<file path="config.mk">
export PLATFORM = sky130hd
export DESIGN_NAME = pc_gen
export DESIGN_NICKNAME = d
export VERILOG_FILES = /design/src/rtl/pc_gen.sv
export SDC_FILE = /design/constraint.sdc
export NUM_CORES = 1
export LEC_CHECK = 0
export ABC_AREA = 1
export CAP_MARGIN = 40
export CORE_MARGIN = 2
export CORE_UTILIZATION = 35
export DETAILED_ROUTE_END_ITERATION = 8
export PLACE_DENSITY = 0.63
export SLEW_MARGIN = 20
export SYNTH_ARGS = -nofsm -noshare
export SYNTH_HDL_FRONTEND = slang
export SYNTH_SLANG_ARGS = --single-unit
</file>
<file path="constraint.sdc">
create_clock -name clk -period 3.4 [get_ports clk]
set_clock_uncertainty 0.2 [all_clocks]
set_input_delay 0.51 -clock clk [delete_from_list [all_inputs] [get_ports clk]]
set_output_delay 0.51 -clock clk [all_outputs]
set_load 0.01 [all_outputs]
</file>
<file path="src/rtl/pc_gen.sv">
// -----------------------------------------------------------------------------
// pc_gen : next-PC generator with its own PC register and a fetch-side
//          valid/ready handshake.
//
// pc_gen supplies sequential fetch addresses to the IFU. It also accepts one
// redirect per cycle from EXU/CSR. Around the plain next-PC mux it adds boot
// sequencing, halt, misaligned-target trapping and redirect priority.
//
// Ports
//   clk             in   1     clock, rising edge
//   rst_n           in   1     asynchronous, active-low reset
//   pc_o            out  XLEN  current fetch address
//   pc_valid_o      out  1     pc_o offered to IFU
//   pc_ready_i      in   1     IFU accepts pc_o this cycle
//   redir_valid_i   in   1     redirect request, single-cycle pulse
//   redir_sel_i     in   2     0: base_pc+imm  1: (rf_busA+imm)&~1
//                              2: csr_busA     3: imm (absolute)
//   redir_base_pc_i in   XLEN  PC of the redirecting instruction
//   rf_busA_i       in   XLEN  register-file operand
//   csr_busA_i      in   XLEN  CSR operand (mtvec/mepc)
//   imm_i           in   XLEN  sign-extended immediate
//   halt_i          in   1     stop fetching
//   misalign_o      out  1     one-cycle pulse: redirect target misaligned
//   misalign_addr_o out  XLEN  offending target, held until next misalign
//
// Optional build macro PC_GEN_PERF_EN adds two 64-bit counters:
//   perf_fetch_o    out  64    number of fetch handshakes
//   perf_redir_o    out  64    number of aligned redirects taken
//
// All outputs come straight from flops. No input reaches an output
// combinationally.
// -----------------------------------------------------------------------------
module pc_gen #(
    parameter int              XLEN       = 32,
    parameter logic [XLEN-1:0] RESET_VEC  = 32'h8000_0000,
    parameter int              INST_BYTES = 4,
    parameter int              ALIGN_BITS = 2
) (
    input  logic            clk,
    input  logic            rst_n,
    output logic [XLEN-1:0] pc_o,
    output logic            pc_valid_o,
    input  logic            pc_ready_i,
    input  logic            redir_valid_i,
    input  logic [1:0]      redir_sel_i,
    input  logic [XLEN-1:0] redir_base_pc_i,
    input  logic [XLEN-1:0] rf_busA_i,
    input  logic [XLEN-1:0] csr_busA_i,
    input  logic [XLEN-1:0] imm_i,
    input  logic            halt_i,
    output logic            misalign_o,
    output logic [XLEN-1:0] misalign_addr_o
`ifdef PC_GEN_PERF_EN
    ,
    output logic [63:0]     perf_fetch_o,
    output logic [63:0]     perf_redir_o
`endif
);

    typedef enum logic [1:0] {
        ST_BOOT = 2'd0,
        ST_RUN  = 2'd1,
        ST_HALT = 2'd2
    } state_t;

    state_t          state_reg;
    logic [XLEN-1:0] pc_reg;
    logic            pc_valid_reg;
    logic            misalign_reg;
    logic [XLEN-1:0] misalign_addr_reg;

    // -------------------------------------------------------------------------
    // Redirect target arithmetic. All adds are modulo 2^XLEN and the carry
    // is simply dropped.
    // -------------------------------------------------------------------------
    logic [XLEN-1:0] branch_sum;
    logic [XLEN-1:0] jalr_sum;
    logic [XLEN-1:0] jalr_target;
    logic [XLEN-1:0] redir_target;
    logic [XLEN-1:0] pc_inc;

    assign branch_sum  = redir_base_pc_i + imm_i;
    assign jalr_sum    = rf_busA_i + imm_i;
    // jalr drops bit 0 of the sum. The alignment check below runs after this.
    assign jalr_target = {jalr_sum[XLEN-1:1], 1'b0};
    assign pc_inc      = pc_reg + XLEN'(INST_BYTES);

    always_comb begin
        redir_target = branch_sum;
        case (redir_sel_i)
            2'd0:    redir_target = branch_sum;
            2'd1:    redir_target = jalr_target;
            2'd2:    redir_target = csr_busA_i;
            2'd3:    redir_target = imm_i;
            default: redir_target = branch_sum;
        endcase
    end

    // -------------------------------------------------------------------------
    // Alignment check: every one of the low ALIGN_BITS target bits must be 0.
    // -------------------------------------------------------------------------
    logic [ALIGN_BITS-1:0] low_bits;
    logic                  target_misaligned;

    genvar gi;
    generate
        for (gi = 0; gi < ALIGN_BITS; gi = gi + 1) begin : g_low_bits
            assign low_bits[gi] = redir_target[gi];
        end
    endgenerate

    assign target_misaligned = |low_bits;

    // Qualified events used by the FSM and by the counters.
    logic handshake;
    logic redir_ok;
    logic redir_bad;

    assign handshake = pc_valid_reg & pc_ready_i;
    assign redir_ok  = redir_valid_i & ~target_misaligned;
    assign redir_bad = redir_valid_i &  target_misaligned;

    // -------------------------------------------------------------------------
    // Control FSM with registered outputs.
    //   BOOT : one dead cycle after reset. pc holds RESET_VEC and all inputs
    //          are ignored.
    //   RUN  : pc offered. A redirect takes priority over the increment. A
    //          handshake in the same cycle still consumed the old pc.
    //   HALT : nothing offered. Only an aligned redirect with halt_i low
    //          returns the FSM to RUN.
    // -------------------------------------------------------------------------
    always_ff @(posedge clk or negedge rst_n) begin
        if (!rst_n) begin
            state_reg         <= ST_BOOT;
            pc_reg            <= RESET_VEC;
            pc_valid_reg      <= 1'b0;
            misalign_reg      <= 1'b0;
            misalign_addr_reg <= '0;
        end else begin
            // misalign_o is a pulse, so it is low unless set again below.
            misalign_reg <= 1'b0;

            case (state_reg)
                ST_BOOT: begin
                    state_reg    <= ST_RUN;
                    pc_valid_reg <= 1'b1;
                end

                ST_RUN: begin
                    if (redir_bad) begin
                        // A bad target leaves pc where it was and stops fetch.
                        misalign_reg      <= 1'b1;
                        misalign_addr_reg <= redir_target;
                        state_reg         <= ST_HALT;
                        pc_valid_reg      <= 1'b0;
                    end else begin
                        if (redir_ok) begin
                            pc_reg <= redir_target;
                        end else if (handshake) begin
                            pc_reg <= pc_inc;
                        end
                        if (halt_i) begin
                            state_reg    <= ST_HALT;
                            pc_valid_reg <= 1'b0;
                        end
                    end
                end

                ST_HALT: begin
                    if (redir_bad) begin
                        misalign_reg      <= 1'b1;
                        misalign_addr_reg <= redir_target;
                    end else if (redir_ok) begin
                        // The target always loads. The FSM resumes only when
                        // halt_i is no longer asserted.
                        pc_reg <= redir_target;
                        if (!halt_i) begin
                            state_reg    <= ST_RUN;
                            pc_valid_reg <= 1'b1;
                        end
                    end
                end

                default: begin
                    state_reg    <= ST_BOOT;
                    pc_valid_reg <= 1'b0;
                end
            endcase
        end
    end

    assign pc_o            = pc_reg;
    assign pc_valid_o      = pc_valid_reg;
    assign misalign_o      = misalign_reg;
    assign misalign_addr_o = misalign_addr_reg;

`ifdef PC_GEN_PERF_EN
    // -------------------------------------------------------------------------
    // Performance counters. They wrap silently at 2^64.
    // -------------------------------------------------------------------------
    logic [63:0] perf_fetch_reg;
    logic [63:0] perf_redir_reg;
    logic        redir_taken;

    // An aligned redirect takes effect in RUN and HALT. In BOOT it is ignored.
    assign redir_taken = redir_ok & (state_reg != ST_BOOT);

    always_ff @(posedge clk or negedge rst_n) begin
        if (!rst_n) begin
            perf_fetch_reg <= 64'd0;
            perf_redir_reg <= 64'd0;
        end else begin
            if (handshake) begin
                perf_fetch_reg <= perf_fetch_reg + 64'd1;
            end
            if (redir_taken) begin
                perf_redir_reg <= perf_redir_reg + 64'd1;
            end
        end
    end

    assign perf_fetch_o = perf_fetch_reg;
    assign perf_redir_o = perf_redir_reg;
`endif

endmodule

</file>
# Yosys cells after proc, flatten, opt, wreduce, memory -nomap -nowiden
# Index checks and enable logic that the tools add are counted.
# W data, S select, Z words.
# totals
regBits	68
input_bits	135
output_inout_bits	66
wordCells	52
# op_classes
add_sub_neg	3
eq_ne	11
mux	21
bitwise	4
n_reduce_logical	8
# op_table
op	n
$mux W32	5
$pmux W32 S4	1
$add A32 B32 Y32	2
$pmux W32 S2	1
$add A32 B3 Y32 const B	1
$mux W2	5
$ne A2 B2 Y1 const B	4
$mux W1	7
$eq A2 B2 Y1 const B	3
$ne A3 B3 Y1 const B	2
$pmux W2 S3	1
$reduce_and A5 Y1	1
$eq A2 B1 Y1 const B	2
$logic_not A2 Y1	2
$reduce_and A4 Y1	1
$reduce_or A2 Y1	2
$and A1 B1 Y1	3
$pmux W1 S3	1
$reduce_and A2 Y1	1
$reduce_bool A2 Y1	1
$not A1 Y1	1

# Logic depth before layout (Yosys ltp)
# Gate-level depths: netlist (run 1).
# depth
word_depth	8
ltp_mapped	18
mapped_depth_nobuf	18

# Worst setup path after synthesis (run 1)
# No wires, ideal clock.
# synth_timing
kind	input -> register
start	in redir_base_pc_i[0]
end	reg pc_reg[11] (netlist: pc_o[11])
setup_ns	0.124
arrival_time_ns	2.138
required_time_ns	3.076
slack_ns	0.938
stages	13
n_path_buf	1
path_cell_list	ha_1 inv_1 fa_1 nand2_1 o21ai_2 nand3_2 nand2_1 inv_2 nor2_1 nand2_2 buf_2 a21oi_1 a2bb2oi_1
# synth_via
elab_chain_cells	8
elab_cells_between_ends	16
classes_between	1 x add/sub; 4 x eq/ne; 6 x mux; 3 x bitwise; 2 x reduce/logical
# synth_rtl
element	line_no	source
from (decl)	46	input logic [XLEN-1:0] redir_base_pc_i,
$add A32 B32 Y32 (*)	82	assign branch_sum = redir_base_pc_i + imm_i;
$pmux W32 S4 (*)	90	case (redir_sel_i)
$reduce_or A2 Y1	112	assign target_misaligned = |low_bits;
$not A1 Y1	120	assign redir_ok = redir_valid_i & ~target_misaligned;
$and A1 B1 Y1	120	
$mux W32	157	if (redir_ok) begin
$mux W32	150	if (redir_bad) begin
$pmux W32 S2	143	case (state_reg)
to (signal assigned)	158	pc_reg <= redir_target;
to (signal assigned)	160	pc_reg <= pc_inc;
to (signal assigned)	176	pc_reg <= redir_target;
to (decl)	67	logic [XLEN-1:0] pc_reg;
# Every way passes the cells marked *; elsewhere a longest branch is shown, timed or not. The select of a mux whose other input is x is not followed.
# A chain may end at the register's enable or synchronous reset.

# Worst setup path after layout (run 1)
# layout_timing
start	in imm_i[0]
end	reg pc_reg[14] (netlist: pc_o[14])
# layout_via
elab_chain_cells	8
elab_cells_between_ends	17
classes_between	2 x add/sub; 4 x eq/ne; 6 x mux; 3 x bitwise; 2 x reduce/logical
# layout_rtl
element	line_no	source
from (decl)	49	input logic [XLEN-1:0] imm_i,
$add A32 B32 Y32 (on tied branches)	82, 83	
$pmux W32 S4 (*)	90	
$reduce_or A2 Y1	112	
$not A1 Y1	120	
$and A1 B1 Y1	120	
$mux W32	157	
$mux W32	150	
$pmux W32 S2	143	
# Marks and branches as above.

==> impl_metrics.json, run 1 <==
{
  "diodes": 0,
  "syn_avg_cell_area_um2": 5.50,
  "yosys_most_used_dff": "dfrtp_1",
  "post-route-min-period_ps": 3000,
  "die-area_mm2": 0.0278,
  "drt-initial-drc-count": 745,
  "initial_core_util_pct": 35.6,
  "first_global_vias": 10600,
  "crit_top_cell": "nand2_1",
  "synth_cells": 1686,
  "setup_viol": 0,
  "postPlaceCellArea_mm2": 0.0118,
  "insertion_delay_ps": 340,
  "ys_ff_latch": 67,
  "cts.path.max_buffers": 2,
  "worstHoldPathType": "reg2reg",
  "yosys.cell_count.top_type": "nand2_1",
  "fin_nets": 2091,
  "cts-htree-levels": 3,
  "fin_cells": 2229,
  "cp-start-kind": "input pin",
  "grt_start_max_net_pins": 47,
  "cp_max_fo": 15,
  "cts.reportedPaths.clkPinSlew_ps": 60,
  "synth_warnings": 0,
  "max_stage_delay_ps": 500,
  "yosysSeqAreaShare_pct": 18.1,
  "fin_util_pct": 46.5,
  "whs_ps": 271,
  "wl_um": 35400,
  "coreArea_mm2": 0.0261,
  "place_ws_ps": 56.2,
  "die_x_um": 167,
  "firstDrtPassIters": 7,
  "area_growth_pct": 30.7,
  "max_freq_mhz": 333,
  "grt_util_all_layers_pct": 25.2,
  "slew_violations": 0,
  "synth_top_area_cell": "nand2_1",
  "r2r_cells": 12,
  "die_y_um": 167,
  "antenna_found_initial": 0,
  "rows": 59,
  "max_cap_viol_count": 0,
  "vias_per_cell": 5.05,
  "rsz0062_at_grt": "false",
  "synthTopCellsByCount": "nand2_1, inv_1, nor2_1",
  "cts_setup_buffers": 0,
  "num_io_pins": 201,
  "drc_errors": 0,
  "p_leak_nw": 6.56,
  "grt_overflow": 0,
  "synth_top_area_share_pct": 28.3,
  "max_slew.worst_pin.slew_ps": 632,
  "required_ps": 3430,
  "netlist_area_mm2": 0.00927,
  "dp_cells": 2212,
  "gp_congestion": 0.923,
  "antenna_left": 0,
  "cts_buffers": 9,
  "setup_slack_ps": 398,
  "clockRootBuffer": "clkbuf_16",
  "hold_viol": 0,
  "drive_gt1_share_pct": 3.43,
  "period_share_pct": 88.3,
  "clock_sinks": 67,
  "critPathKind": "in2reg",
  "arrival_ps": 3030,
  "dpl.hpwl_um": 30000,
  "outcome": "completed",
  "cpMaxStageDelayCell": "clkdlybuf4s50_1",
  "total_power_mw": 6.12,
  "irDropWorstVdd_v": 0.000392,
  "wl_per_cell_um": 15.9,
  "hold_depth": 2,
  "fin_setup_tns_ps": 0,
  "cts_tree": "yes",
  "grt_pass1_wl_um": 55800,
  "vias": 11200,
  "fin_area_mm2": 0.0121,
  "slew_headroom_pct": 57.5,
  "crit_path_cell_trace": "clkdlybuf4s50_1 -> ha_1 -> inv_1 -> fa_1 -> nand2_1 -> o21ai_2 -> nand3_2 -> nand2_1 -> inv_1 -> o21ai_0 -> a21oi_1 -> nor2_1 -> o21ai_1 -> nand2_1",
  "port_buffers": 200,
  "synth.area.top_cells": "nand2_1, dfrtp_1, inv_1, ha_1, nand3_1",
  "synth.distinct_cells": 44,
  "syn_nets": 1888,
  "ys_async_sr_fraction_pct": 100,
  "cellPowerDensity_mw_per_mm2": 505,
  "synth_edf_count": 0,
  "end_kind": "flip-flop"
}
[final cells by class]
class                           count  area [um^2]
Fill cell                        2820        13900
Multi-Input combinational cell   1300         6370
Timing Repair Buffer              220         2210
Sequential cell                    67         1680
Inverter                          291         1090
Tap cell                          335          419
Clock buffer                        9          225
Clock inverter                      7          116
[metal layers]
| layer | GRT usage (%) | share of wire, % | vias up |
|---|---|---|---|
| met5 | 0 | 0 | - |
| met4 | 6.15 | 1.9 | 0 |
| met3 | 1.97 | 5.6 | 36 |
| met2 | 43.4 | 47 | 327 |
| met1 | 34.4 | 46 | 5156 |
| li1 | - | - | 5727 |
[critical path: cells and delay by family]
kind                       cells  cell delay, ps
adders and majority gates      2             680
AOI/OAI and AO/OA              4             470
and+or+nand+nor                5             440
buffers and inverters          3             900
[path summary, 6_finish.rpt]
| kind | start | endpoint | slack [ps] |
|---|---|---|---|
| setup / recovery | imm_i[0] | pc_o[14]$_DFFE_PN0P_ | 400 |
| hold / removal | pc_o[1]$_DFFE_PN0P_ | pc_o[1]$_DFFE_PN0P_ | 270 |
| hold reg to reg | pc_o[1]$_DFFE_PN0P_ | pc_o[1]$_DFFE_PN0P_ | 270 |
| setup reg to reg | pc_o[2]$_DFFE_PN0P_ | pc_o[24]$_DFFE_PN0P_ | 990 |
| min in group asynchronous | rst_n | pc_o[4]$_DFFE_PN0P_ | 500 |
| max in group asynchronous | rst_n | misalign_addr_o[23]$_DFFE_PN0P_ | 1960 |
[cell families after synthesis]
group,Yosys count,synth area share (%)
DFF,67,18.1
and+or+nand+nor,1036,46.7
xor gates and xnor gates,18,1.70
adders and majority gates,67,9.21
buffers and inverters,319,13.1
AOI/OAI and AO/OA,179,11.2
[cell usage in the layout (no fill, tap or decap), drive strengths merged, types with 3 or more instances in the layout]
cell type	n
a21boi	11
a21oi	87
a22o	17
buf	20
bufinv	3
clkbuf	9
clkdlybuf4s50	199
clkinv	3
dfrtp	66
ha	65
inv	291
nand2	702
nand3	114
nand3b	12
nand4	40
nor2	123
nor3	23
nor4	8
o21ai	50
o21bai	4
or2	9
xor2	17
[repair_timing]
action	4_1_cts	5_1_grt
resized for setup	0	0
hold buffers	1	0
hold endpoints to repair	23	0
[power breakdown]
group / switching (mW) / internal, mW
sequential: 0.413 / 1.16
combinational: 1.95 / 1.52
clock: 0.358 / 0.714
(Power assumes the default switching activity.)
==> run 2: changes to the inputs <==
Settings changed: CORE_UTILIZATION 35 to 52, PLACE_DENSITY 0.63 to 0.86.
==> run 2 against run 1 <==
  * Setup slack improved by 25 ps
  * Sequential share of layout area grew 0.23 points
  * Flip-flop and latch count stayed put
  * Critical path depth up 4
  * Critical path type unchanged
==> impl_metrics.json, run 2 (synthesized netlist as in run 1, its figures left out) <==
{
  "power_switching_mw": 2.77,
  "slew_headroom_pct": 45.5,
  "fin_nets": 2088,
  "cts_setup_buffers": 0,
  "vias": 11600,
  "max_freq_mhz": 336,
  "wl_per_cell_um": 16.0,
  "clock_sinks": 67,
  "p_sw_share_pct": 45.6,
  "cts.path.max_buffers": 2,
  "critPathKind": "in2reg",
  "drt-initial-drc-count": 1153,
  "cts-htree-levels": 3,
  "diodes": 0,
  "max_cap_viol_count": 0,
  "fin_setup_tns_ps": 0,
  "cts-resized-gates": 0,
  "insertion_delay_ps": 340,
  "cts_hold_buf": 1,
  "grt_start_max_net_pins": 68,
  "dpl.hpwl_um": 27500,
  "die_y_um": 137,
  "required_ps": 3430,
  "crit_top_cell": "nand2_1",
  "setup_viol": 0,
  "antenna_found_initial": 0,
  "crit_path_cell_trace": "clkdlybuf4s50_1 -> ha_1 -> inv_1 -> fa_1 -> inv_1 -> nand3_1 -> nand2_1 -> nand2_1 -> nand2_1 -> nand2_1 -> nand2_1 -> nand2_1 -> nand3_1 -> nand2_1 -> nand2_1 -> nand4_1 -> nand2_1 -> nand2_1",
  "die-area_mm2": 0.0189,
  "drive_gt1_share_pct": 3.28,
  "slew_violations": 0,
  "grt_overflow": 0,
  "antenna_left": 0,
  "comb_power_share_pct": 57.5,
  "firstDrtPassIters": 6,
  "clkPwrFrac_pct": 16.8,
  "cts.reportedPaths.clkPinSlew_ps": 60,
  "worst-r2r-setup-slack_ps": 950,
  "port_buffers": 200,
  "fin_area_mm2": 0.0119,
  "rsz0062_at_grt": "false",
  "num_io_pins": 201,
  "cpMaxStageDelayCell": "clkdlybuf4s50_1",
  "die_x_um": 137,
  "rows": 48,
  "max_slew.worst_pin.slew_ps": 810,
  "critPathBufInv": 3,
  "final_cell_mix": "nand2_1, inv_1, clkdlybuf4s50_1, nor2_1, nand3_1",
  "cellPowerDensity_mw_per_mm2": 510,
  "wl_um": 33800,
  "period_share_pct": 87.5,
  "drc_errors": 0,
  "area_growth_pct": 28.6,
  "first_global_vias": 10400,
  "grt_pass1_wl_um": 52300,
  "max_stage_delay_ps": 510,
  "arrival_ps": 3010,
  "irDropWorstVdd_v": 0.000570,
  "coreArea_mm2": 0.0174,
  "intPower_mw": 3.31,
  "cp-start-kind": "input pin",
  "final_common_cell": "nand2_1",
  "postPlaceCellArea_mm2": 0.0116,
  "post-route-min-period_ps": 2980,
  "outcome": "completed",
  "gp_congestion": 1.02,
  "seq_power_share_pct": 25.8,
  "hold_viol": 0,
  "cp_top_family": "simple AND/OR/NAND/NOR gates",
  "cts_buffers": 9,
  "p_leak_nw": 6.52,
  "initial_core_util_pct": 53.4,
  "end_kind": "flip-flop",
  "worstHoldPathType": "reg2reg",
  "fill_cells": 1599,
  "cts_tree": "yes",
  "grt_util_all_layers_pct": 36.0,
  "vias_per_cell": 5.50,
  "cp_max_fo": 4,
  "clockRootBuffer": "clkbuf_16"
}
run 2: cell types whose count changed in the layout (fill, tap and decap cells not counted):
cell,delta
bufinv_16,-1
buf_16,-1
clkinv_2,-2
clkinv_4,+1
clkinvlp_4,+1
buf_4,-2
inv_6,+1
run 2: worst reg2reg max path: cells and delay by family (launching register included):
kind | cells | cell delay [ps]
simple gates | 8 | 1590
flops | 1 | 470
compound gates | 1 | 70
run 2: cell type report:
| type | instances | area [um^2] | area share (%) |
|---|---|---|---|
| repair buffers | 217 | 2160 | 18.2 |
| clock buffers | 9 | 225 | 1.89 |
| clock inverters | 7 | 101 | 0.850 |
| multi-input cells | 1300 | 6370 | 53.5 |
| flip-flops and latches | 67 | 1680 | 14.1 |
| inverters | 291 | 1090 | 9.17 |
| well taps | 225 | 282 | 2.36 |
run 2: worst paths after layout:
path	startpoint	cells after the start	endpoint
setup / recovery	imm_i[0]	18	pc_o[30]$_DFFE_PN0P_
hold / removal	pc_o[0]$_DFFE_PN0P_	2	pc_o[0]$_DFFE_PN0P_
max in group asynchronous	rst_n	3	pc_o[31]$_DFFE_PN1P_
hold reg to reg	pc_o[0]$_DFFE_PN0P_	2	pc_o[0]$_DFFE_PN0P_
setup reg to reg	pc_o[13]$_DFFE_PN0P_	9	pc_o[27]$_DFFE_PN0P_
min in group asynchronous	rst_n	3	pc_o[3]$_DFFE_PN0P_
run 2: layer usage:
layer | vias up | part of all wire, % | global-route usage, %
met2 | 555 | 46 | 59.7
met4 | 0 | 3.3 | 13.9
met5 | - | 0 | 0
met1 | 5280 | 42 | 48.1
met3 | 83 | 9.1 | 3.90
li1 | 5727 | - | -
run 2: metrics by stage:
step | utilization [%] | power [mW] | cells | setup slack (ps) | hold WS (ps)
global route | 68.7 | 6.54 | 2116 | 218 | 295
detailed placement | 66.7 | 4.98 | 2099 | 119 | 254
finish | 68.7 | 6.08 | 2116 | 423 | 269
floorplan | - | 3.47 | 1686 | 938 | 14.4
CTS | 68.7 | 6.03 | 2116 | 455 | 273
global placement | 66.7 | 4.89 | 2099 | 193 | 254
run 2: power by group through the flow:
stage          clock, mW  combinational [mW]  sequential (mW)
2_1_floorplan          0                1.84             1.62
4_1_cts             1.02                3.46             1.55
5_1_grt             1.06                3.88             1.60
6_report            1.02                3.49             1.57
3_3_place_gp           0                3.35             1.54
3_5_place_dp           0                3.43             1.55
